[config.mk]
export PLATFORM = sky130hd
export DESIGN_NAME = crc_stream_check_flat
export DESIGN_NICKNAME = d
export VERILOG_FILES = /design/src/rtl/crc_stream_if.sv /design/src/rtl/crc_stream_check.sv /design/src/flat_wrapper.sv
export SDC_FILE = /design/constraint.sdc
export NUM_CORES = 1
export LEC_CHECK = 0
export ABC_AREA = 0
export CORE_UTILIZATION = 41
export CTS_BUF_LIST = sky130_fd_sc_hd__clkbuf_16
export DETAILED_ROUTE_END_ITERATION = 8
export GPL_TIMING_DRIVEN = 0
export PLACE_DENSITY = 0.82
export SKIP_LAST_GASP = 1
export SLEW_MARGIN = 20
export SYNTH_ARGS = -nofsm -noshare
export SYNTH_HDL_FRONTEND = slang
export SYNTH_SLANG_ARGS = --single-unit
export TNS_END_PERCENT = 100
[constraint.sdc]
create_clock -name clk -period 1.35 [get_ports clk]
set_input_delay 0.3375 -clock clk [delete_from_list [all_inputs] [get_ports clk]]
set_output_delay 0.3375 -clock clk [all_outputs]
set_load 0.05 [all_outputs]
[src/rtl/crc_stream_if.sv]
// Byte-stream handshake carrying frame data (FCS included) into the CRC checker.
interface crc_stream_if;
    logic       s_valid;
    logic       s_ready;
    logic [7:0] s_data;
    logic       s_last;

    modport master (
        output s_valid,
        output s_data,
        output s_last,
        input  s_ready
    );

    modport slave (
        input  s_valid,
        input  s_data,
        input  s_last,
        output s_ready
    );
endinterface

[src/rtl/crc_stream_check.sv]
// Table-driven streaming CRC frame checker: one byte per cycle, residue compare at frame end.
// Optional runt-length check enabled by defining macro CRC_CHK_LEN_EN.
module crc_stream_check #(
    parameter logic [31:0] INIT    = 32'hFFFFFFFF,
    parameter logic [31:0] RESIDUE = 32'hDEBB20E3
) (
    input  logic              clk,
    input  logic              rstn,
    crc_stream_if.slave       s,
    output logic [31:0]       tab_addr,
    input  logic [31:0]       tab_rdata,
    output logic              done,
    output logic              pass,
    output logic [31:0]       crc_out
);

    typedef enum logic [0:0] {StRun, StReport} state_e;

    state_e      state_q, state_d;
    logic [31:0] crc_q, crc_d;
    logic [31:0] crc_out_q, crc_out_d;
    logic        ready;
    logic        accept;
    logic        len_ok;

    assign s.s_ready = ready;
    assign accept    = s.s_valid & ready;
    assign tab_addr  = {24'h0, crc_q[7:0] ^ s.s_data};
    assign crc_out   = crc_out_q;

`ifdef CRC_CHK_LEN_EN
    logic [15:0] cnt_q, cnt_d;

    always_comb begin
        cnt_d = cnt_q;
        if (accept && (cnt_q != 16'hFFFF)) begin
            cnt_d = cnt_q + 16'd1;
        end
        if (state_q == StReport) begin
            cnt_d = 16'd0;
        end
    end

    always_ff @(posedge clk or negedge rstn) begin
        if (!rstn) begin
            cnt_q <= 16'd0;
        end else begin
            cnt_q <= cnt_d;
        end
    end

    // Runt: fewer than one payload byte plus the four FCS bytes.
    assign len_ok = (cnt_q >= 16'd5);
`else
    assign len_ok = 1'b1;
`endif

    always_comb begin
        state_d   = state_q;
        crc_d     = crc_q;
        crc_out_d = crc_out_q;
        ready     = 1'b0;
        done      = 1'b0;
        pass      = 1'b0;
        unique case (state_q)
            StRun: begin
                ready = 1'b1;
                if (s.s_valid) begin
                    crc_d = (crc_q >> 8) ^ tab_rdata;
                    if (s.s_last) begin
                        state_d   = StReport;
                        crc_out_d = crc_d;
                    end
                end
            end
            StReport: begin
                done    = 1'b1;
                pass    = (crc_q == RESIDUE) && len_ok;
                state_d = StRun;
                crc_d   = INIT;
            end
            default: begin
                state_d = StRun;
                crc_d   = INIT;
            end
        endcase
    end

    always_ff @(posedge clk or negedge rstn) begin
        if (!rstn) begin
            state_q   <= StRun;
            crc_q     <= INIT;
            crc_out_q <= 32'h0;
        end else begin
            state_q   <= state_d;
            crc_q     <= crc_d;
            crc_out_q <= crc_out_d;
        end
    end

endmodule

[src/flat_wrapper.sv]
// flat-port wrapper written by rule: the top's interface ports become plain ports
module crc_stream_check_flat 
#(
    parameter logic [31:0] INIT    = 32'hFFFFFFFF,
    parameter logic [31:0] RESIDUE = 32'hDEBB20E3
)
  (clk, rstn, tab_addr, tab_rdata, done, pass, crc_out, s_s_valid, s_s_data, s_s_last, s_s_ready);
  crc_stream_if s_i ();
  input  logic clk;
  input  logic rstn;
  output logic [31:0] tab_addr;
  input  logic [31:0] tab_rdata;
  output logic done;
  output logic pass;
  output logic [31:0] crc_out;
  input wire logic [$bits(s_i.s_valid)-1:0] s_s_valid;
  input wire logic [$bits(s_i.s_data)-1:0] s_s_data;
  input wire logic [$bits(s_i.s_last)-1:0] s_s_last;
  output wire logic [$bits(s_i.s_ready)-1:0] s_s_ready;
  assign s_i.s_valid = s_s_valid;
  assign s_i.s_data = s_s_data;
  assign s_i.s_last = s_s_last;
  assign s_s_ready = s_i.s_ready;
  crc_stream_check #(.INIT(INIT), .RESIDUE(RESIDUE)) u_core (.clk(clk), .rstn(rstn), .s(s_i), .tab_addr(tab_addr), .tab_rdata(tab_rdata), .done(done), .pass(pass), .crc_out(crc_out));
endmodule
==> flow_summary.ini <==
[run_status]
run_status = finished with violations
violations = setup timing

[finish]
finalNonFillerCells = 535
multi_input_comb_area_mm2 = 0.00147
area.sequential_mm2 = 0.00167
post-route-cell-area_mm2 = 0.00473
insertedDiodeCount = 0
nFillCells = 598
final_layout_size_suffix_gt1_frac = 0.372
design.final.nets = 475
area_growth_syn_to_layout_pct = 49.0

[placement]
placedInstanceArea_mm2 = 0.00443
gpl.final_weighted_congestion = 0.807
post-place-cells = 505
detailed_place_hpwl_um = 5770
io_buffers = 86

[worst_setup_path]
critPathCaptureType = output port
timing_worst_setup_path_type = flip-flop to output port
crit_path_start_kind = flip-flop
r2r_setup_slack_ns = 0.09
critical_path_required_ns = 1.01
rr_endpoint = u_core.crc_out[20]
r2r.worst_path.cells = 5
arrival_time_at_the_worst_endpoint_ns = 1.74
regToRegStartpoint = u_core.state_q
worst_path_maximum_fanout = 2

[cts]
clkLatencyLatePin_ns = 0.32
tritoncts_num_sinks = 65
cts_tree = done
tritoncts_buffers = 9
cts-root-to-sink-buffers = 2
clk_root_buffer_cell = clkbuf_16
clock_tree.htree_level_count = 3
clk_transition_reported_paths_ns = 0.05

[drt]
drt_iter0_markers = 160
routed_wire_length_per_instance_um = 15.1
drt_drc_violations_left = 0
via_per_inst = 4.71
drtPass1Iterations = 5
routed_vias = 2522
routed_wirelength_um = 8090
route.antenna.remaining_nets = 0

[floorplanning]
design.die.area_mm2 = 0.00810
floorplan_die_height_um = 90.0
core_mm2 = 0.00737
top_level_ports = 111
floorplan.rows = 31
initial_utilization = 0.431
dieWidth_um = 90.0

[timing]
final-hold-violation-count = 0
post-route-period-util = 1.54
grt_setup_unrepaired = yes
report.final.slew_viol_count = 0
setup_ws_ns = -0.724
fmaxAchievable_mhz = 482
fin_tns_setup_ns = -2.91
time_the_worst_path_needs_with_i_o_delays_and_setup_ns = 2.07
worst_clock_skew_ns = 0.00495
final-setup-viol-count = 10
hold_slack_ns = 0.468

[synth]
muxShareOfSynthArea = 0.0619
synth_top_family_by_area = simple AND/OR/NAND/NOR gates
warnings_synthesis = 0
synthXorXnorAreaFrac = 0.0883
adder_cell_fraction_of_synth_area = 0
compound_gate_portion_of_the_synthesized_area = 0.0946
synth_enable_flop_cells = 0
share_of_flip_flops_with_an_asynchronous_set_or_reset = 1.00
seq_area_frac_synth = 0.525
yosys.area_share.simple = 0.137
distinct_cell_type_count_after_synthesis = 26
post_synth_inst_count = 296
synth.avg_cell_area_um2 = 10.7
synth_area_mm2 = 0.00317
main_synth_ff_type = dfrtp_1
synth-seq-cells = 65

[power_and_ir_drop]
worst_ir_drop_vdd_v = 0.000761
cellLeakagePower_nw = 2.36
report.power.total_w = 0.00750
power_density_mw_per_mm2 = 1580

[grt]
groute.usage.overall = 0.210
number_of_antenna_violations_at_the_first_check_in_global_routing = 0
wire_length_of_the_first_global_routing_pass_um = 13200
grt_pass1_vias = 2566
globalRoute.totalOverflow = 0
grt_start_max_net_pins = 42

[run]
cap_viol_max_count = 0

[hold_path]
worstHoldPathType = primary input to asynchronous set/reset pin
## layout by cell type (no fill, tap or decap), types with 8 or more instances in the layout
master and instances:
o21ai_1 24, a21o_1 24, clkdlybuf4s50_1 41, dfstp_2 32, mux2i_1 8, buf_4 37, nand2_1 56, conb_1 24
buf_2 35, buf_6 19, xnor2_1 24, xor2_4 8, nor2_1 25, clkbuf_16 10, dfrtp_1 32
## final cells by class
| type | instances | area share |
|---|---|---|
| flip-flops and latches | 65 | 0.353 |
| clock inverters | 7 | 0.0116 |
| plain buffers | 38 | 0.0648 |
| repair buffers | 102 | 0.185 |
| inverters | 2 | 0.00264 |
| multi-input cells | 213 | 0.310 |
| clock buffers | 9 | 0.0476 |
| well taps | 99 | 0.0262 |
## cells in the mapped netlist (4+ instances only)
library cell / n / area share
a21o_1: 24 / 0.057
buf_4: 28 / 0.066
buf_6: 4 / 0.014
clkbuf_1: 4 / 0.0047
dfrtp_1: 33 / 0.26
dfstp_2: 32 / 0.26
mux2_4: 7 / 0.033
mux2i_1: 8 / 0.025
nand2_1: 56 / 0.066
nor2_1: 25 / 0.030
o21ai_1: 24 / 0.038
xnor2_1: 24 / 0.066
xor2_1: 8 / 0.022
## sequential cells by signal (all words and copies together) (netlist names)
| name | flops |
|---|---|
| u_core.state_q | 1 |
| u_core.crc_out | 32 |
| u_core.crc_q | 32 |
## per-layer routing
metal	track usage	up-vias	wire length, µm
met2	0.345	105	4040
met5	0	-	0
met1	0.268	1214	3380
met4	0.0780	0	90
met3	0.0567	10	578
li1	-	1193	-
## how the worst max path moves through the flow
stage	startpoint	to	slack, ns
finish	u_core.crc_q[6]	pass	-0.72
global route	u_core.crc_q[21]	pass	-0.79
CTS	u_core.crc_q[28]	pass	-0.73
detailed placement	u_core.crc_q[21]	pass	-1.03
global placement	rstn	u_core.state_q	-2.30
floorplan	u_core.crc_q[21]	pass	-0.46
## through the flow
step,worst slack [ns],utilization
after floorplan,-0.457,-
after global placement,-2.30,0.599
after detailed placement,-1.03,0.601
after CTS,-0.730,0.638
after global routing,-0.786,0.642
final,-0.724,0.642
## kinds of logic after synthesis
logic type | after synthesis
other cells | 1
xor+xnor | 32
buf+inv | 41
compound gates | 48
simple gates | 93
flops | 65
mux | 16
## critical path: stages, from the launching register on
cell	delay, ns
dfstp_2	0.54
and4bb_1	0.23
nand4_1	0.15
nor4_4	0.29
buf_6	0.20
## power by group
| part | switching [W] | leakage (nW) | internal [W] | total, W |
|---|---|---|---|---|
| clock | 0.000791 | 0.150 | 0.00139 | 0.00218 |
| sequential | 0.000258 | 0.741 | 0.00239 | 0.00265 |
| combinational | 0.00172 | 1.47 | 0.000942 | 0.00266 |
## timing repair
action / in CTS / in global routing
resized for setup: 247 / 6
pin swaps: 4 / 1
hold endpoints to repair: 15 / 0
setup buffers: 11 / 4
hold buffers: 1 / 0
endpoints found under the setup margin: 43 / 39
Power figures use the tool's default switching activity.
==> variant 1: new RTL, same flow settings <==
Add a define of `CRC_CHK_LEN_EN`.
--- a/src/rtl/crc_stream_check.sv
+++ b/src/rtl/crc_stream_check.sv
@@ -2,2 +2,4 @@
 // Optional runt-length check enabled by defining macro CRC_CHK_LEN_EN.
+`define CRC_CHK_LEN_EN
+
 module crc_stream_check #(
Formal check against the unedited RTL: not equivalent (a bounded check fails within 4 cycles, from zero or initial values and one cycle with rstn low).
==> variant 1 against the original RTL <==
The flow still finishes with violations (setup timing). Synthesized area increased by 28%. Final area up 36%. Largest cell class is now multi-input combinational cells. Routed wire length is 71% higher. Highest routed layer unchanged. Sequential cell count rose by 16. Largest power group is now sequential cells. Power up 20%. Critical path type unchanged. Setup slack got worse by 0.47 ns. Sequential power is 28% higher. Non-clock buffer count up 26.
==> variant 1: results <==
INSERT INTO impl_metrics (metric_group, metric, value, unit) VALUES
('outcome', 'status', 'complete, but fails checks', ''),
('outcome', 'violated_checks', 'setup timing', ''),
('drt', 'via_per_inst', '5.528', ''),
('yosys', 'synthTopCellsByArea', 'dfrtp_1, dfstp_2, nand2_1', ''),
('worst_setup_path', 'slowest_stage', 'or4bb_4', ''),
('worst_setup_path', 'r2r_end', 'u_core.cnt_q[5]', ''),
('timing', 'setup_violations', '71', ''),
('drt', 'avgRoutedWirePerCell', '19.87', 'microns'),
('timing', 'finalWorstSetupSlack', '-1.192', 'ns'),
('yosys', 'yosys.area.top_type_share', '30.23', '%'),
('worst_setup_path', 'r2r_setup_slack', '-0.42', 'ns'),
('timing', 'holdWs', '0.5059', 'ns'),
('yosys', 'synth_unique_cells', '44', ''),
('power_and_ir_drop', 'leakagePower', '2.890', 'nW'),
('final_layout', 'finalNetCount', '610', ''),
('final_layout', 'layout-drive-gt1-share', '47.01', '%'),
('yosys', 'synth.yosys.seq_area_share', '50.96', '%'),
('worst_setup_path', 'timing.critical_path.arrival', '2.20', 'ns'),
('grt', 'grt_pass1_wl', '20030', 'microns'),
('grt', 'grt_pass1_vias', '3832', '');
==> variant 1: cell types whose count changed in the layout (fill, tap and decap cells not counted), moves of 8 or more <==
cell,change
o21ai_1,-10
buf_4,+8
nor2_1,-17
dfrtp_2,+11
a21o_1,-24
o21ai_2,+13
nand2_2,+14
o21ai_0,+25
nand2_4,+12
==> variant 1: worst max-delay path by stage <==
stage | start | to | slack, ns | depth (start not counted)
CTS | u_core.crc_q[6] | pass | -1.20 | 5
floorplan | u_core.crc_q[5] | pass | -0.71 | 4
finish | u_core.crc_q[6] | pass | -1.19 | 5
global placement | rstn | u_core.state_q | -3.13 | 1
detailed placement | u_core.crc_q[5] | pass | -1.59 | 5
global route | u_core.crc_q[6] | pass | -1.26 | 5
==> variant 1: layer usage <==
layer / track usage (%) / up-vias / wire length, microns
met5: 0 / - / 0
met1: 32.23 / 1906 / 5369
met2: 41.34 / 232 / 6961
li1: - / 1661 / -
met3: 5.521 / 54 / 934
met4: 16.72 / 0 / 583
==> variant 1: area by class of cell <==
| class | instances | share of cell area, % |
|---|---|---|
| clock buffers | 9 | 3.507 |
| inverters | 8 | 0.5845 |
| well taps | 129 | 2.513 |
| flip-flops and latches | 81 | 32.42 |
| plain buffers | 43 | 6.137 |
| repair buffers | 123 | 17.75 |
| multi-input cells | 297 | 36.14 |
| clock inverters | 7 | 0.9546 |
==> variant 1: worst reg2reg max path: cells and delay by family (launching register included) <==
| family | cells | cell delay (ns) |
|---|---|---|
| flops | 1 | 0.41 |
| simple gates | 2 | 0.48 |
| fa+ha+maj | 1 | 0.18 |
| compound gates | 2 | 0.22 |
| buf+inv | 3 | 0.42 |
==> variant 1: power by group <==
| group | internal, mW | switching, mW | total [mW] |
|---|---|---|---|
| logic | 1.18 | 2.02 | 3.20 |
| registers | 2.92 | 0.470 | 3.39 |
| clock network | 1.41 | 0.981 | 2.39 |
| total | 5.51 | 3.47 | 8.98 |
==> variant 1: cell families (layout without fill, tap and decap cells) <==
logic type                 after synthesis  after routing
and+or+nand+nor                        147            147
DFF                                     81             81
xor gates and xnor gates                33             33
muxes                                   20             20
adders and majority gates                3              3
buffers and inverters                   51            190
AOI/OAI and AO/OA                       70             70
other                                    1             24
==> variant 1: per-stage QoR <==
step | power, mW | std cells | setup WS, ns | cell area (sq um)
floorplan | 5.126 | 429 | -0.7094 | 4415
global placement | 6.042 | 643 | -3.130 | 5428
detailed placement | 6.118 | 644 | -1.585 | 5453
CTS | 8.597 | 695 | -1.196 | 6160
global route | 9.252 | 697 | -1.256 | 6422
finish | 8.984 | 697 | -1.192 | 6422
==> variant 1: timing repair <==
item	4_1_cts	5_1_grt
gates cloned	4	0
pin swaps	11	35
setup endpoints to repair	92	90
gates resized for setup	286	83
hold buffers	1	0
hold endpoints to repair	23	0
setup buffers	30	7
==> variant 2: new RTL, same settings <==
Without the edit above. `RESIDUE` is set to 32'hDEBB20E3 in 2 places; all go to 32'h6F5D9071.
--- a/src/rtl/crc_stream_check.sv
+++ b/src/rtl/crc_stream_check.sv
@@ -4,3 +4,3 @@
     parameter logic [31:0] INIT    = 32'hFFFFFFFF,
-    parameter logic [31:0] RESIDUE = 32'hDEBB20E3
+    parameter logic [31:0] RESIDUE = 32'h6F5D9071
 ) (
--- a/src/flat_wrapper.sv
+++ b/src/flat_wrapper.sv
@@ -4,3 +4,3 @@
     parameter logic [31:0] INIT    = 32'hFFFFFFFF,
-    parameter logic [31:0] RESIDUE = 32'hDEBB20E3
+    parameter logic [31:0] RESIDUE = 32'h6F5D9071
 )
Function: changed (a bounded check fails within 4 cycles, from zero or initial values and one cycle with rstn low).
==> variant 2 against the original RTL <==
The flow still finishes with violations (setup timing). Synthesized area fell by 2.2%. Power rose by 0.83%. Critical path type unchanged. Via count increased by 2.9%. Non-clock buffer count up 3. Sequential cell count did not move. Utilization grew 4.0 points. Final area up 5.1%. Setup slack worse by 0.031 ns. Clock power shrank 8%. Worst hold slack better by 0.011 ns. Clock skew rose by 0.0021 ns. Synthesized cell count did not move. Routed wire length grew 6.6%. Global-route usage increased by 0.76 points.
==> variant 2: results <==
INSERT INTO impl_metrics (metric_group, metric, value, unit) VALUES
('power_and_ir_drop', 'power.density', '1521', 'nW/um^2'),
('power_and_ir_drop', 'vdd_drop_max', '1165', 'uV'),
('yosys', 'synth_unique_cells', '25', ''),
('worst_setup_path', 'crit_path_launch', 'u_core.crc_q[22]', ''),
('timing', 'setup_violations', '44', ''),
('place', 'dp_hpwl', '5823', 'microns'),
('grt', 'grt_pass1_wl', '12740', 'microns'),
('yosys', 'yosys-mux-area-fraction', '5.482', '%'),
('yosys', 'synth.cells.most_frequent', 'nand2_1, dfrtp_1, dfstp_2, buf_4', ''),
('power_and_ir_drop', 'leakagePower', '2.424', 'nW'),
('drt', 'via_per_inst', '4.823', ''),
('timing', 'finalWorstSetupSlack', '-0.7547', 'ns'),
('drt', 'avgRoutedWirePerCell', '16.02', 'microns'),
('power_and_ir_drop', 'comb_cell_power', '2.81', 'mW'),
('outcome', 'status', 'complete, but fails checks', ''),
('yosys', 'synth.yosys.seq_area_share', '53.69', '%'),
('outcome', 'violated_checks', 'setup timing', ''),
('drt', 'first_iter_violations', '138', ''),
('timing', 'timing.clock.skew', '0.007102', 'ns'),
('worst_setup_path', 'r2r_setup_slack', '-0.06', 'ns'),
('final_layout', 'layout-drive-gt1-share', '47.15', '%'),
('final_layout', 'finished_cell_area', '4971', 'sq um'),
('place', 'dpl_cell_area', '4357', 'sq um'),
('grt', 'grt_max_degree', '38', ''),
('yosys', 'synth_compound_gate_area_share', '9.674', '%');
==> variant 2: changes by cell type after synthesis, moves of 2 or more <==
cell      change
mux2_4        -7
o21ai_0      +19
buf_6         -4
o21ai_1      -19
mux2_2        +8
buf_4         -2
buf_2         +5
and4bb_1      -3
==> variant 2: routing by layer <==
metal | GRT usage [%] | up-vias | wire [microns]
met5 | 0 | - | 0
met4 | 5.628 | 0 | 128
met3 | 6.094 | 13 | 595
met2 | 37.97 | 112 | 4354
met1 | 26.85 | 1262 | 3541
li1 | - | 1208 | -
==> variant 2: cells by family (layout without fill, tap and decap cells) <==
| kind of cell | count (synthesis) | in the layout |
|---|---|---|
| other | 1 | 24 |
| DFF | 65 | 65 |
| buffers and inverters | 41 | 161 |
| AOI/OAI and AO/OA | 48 | 48 |
| muxes | 16 | 16 |
| and+or+nand+nor | 93 | 93 |
| xor gates and xnor gates | 32 | 32 |
==> variant 2: final cells by class <==
class | instances | share of cell area (%)
multi-input combinational | 213 | 32.75
sequential | 65 | 33.55
clock buffer | 9 | 4.531
timing repair buffer | 105 | 19.46
inverter | 2 | 0.2014
clock inverter | 7 | 0.6292
tap | 99 | 2.492
buffer | 38 | 6.393
==> variant 2: what timing repair did <==
action	CTS	global route
endpoints found under the hold margin	14	0
gates resized for setup	297	60
setup buffers	7	7
endpoints found under the setup margin	74	58
hold buffers	1	0
gates cloned	4	0
pin swaps	29	3
==> variant 2: through the flow <==
step | hold WS (ns) | setup WS [ns]
2_1_floorplan | 0.04191 | -0.5554
3_3_place_gp | 0.4655 | -2.276
3_5_place_dp | 0.2815 | -1.135
4_1_cts | 0.4893 | -0.7585
5_1_grt | 0.5151 | -0.7858
6_report | 0.4793 | -0.7547
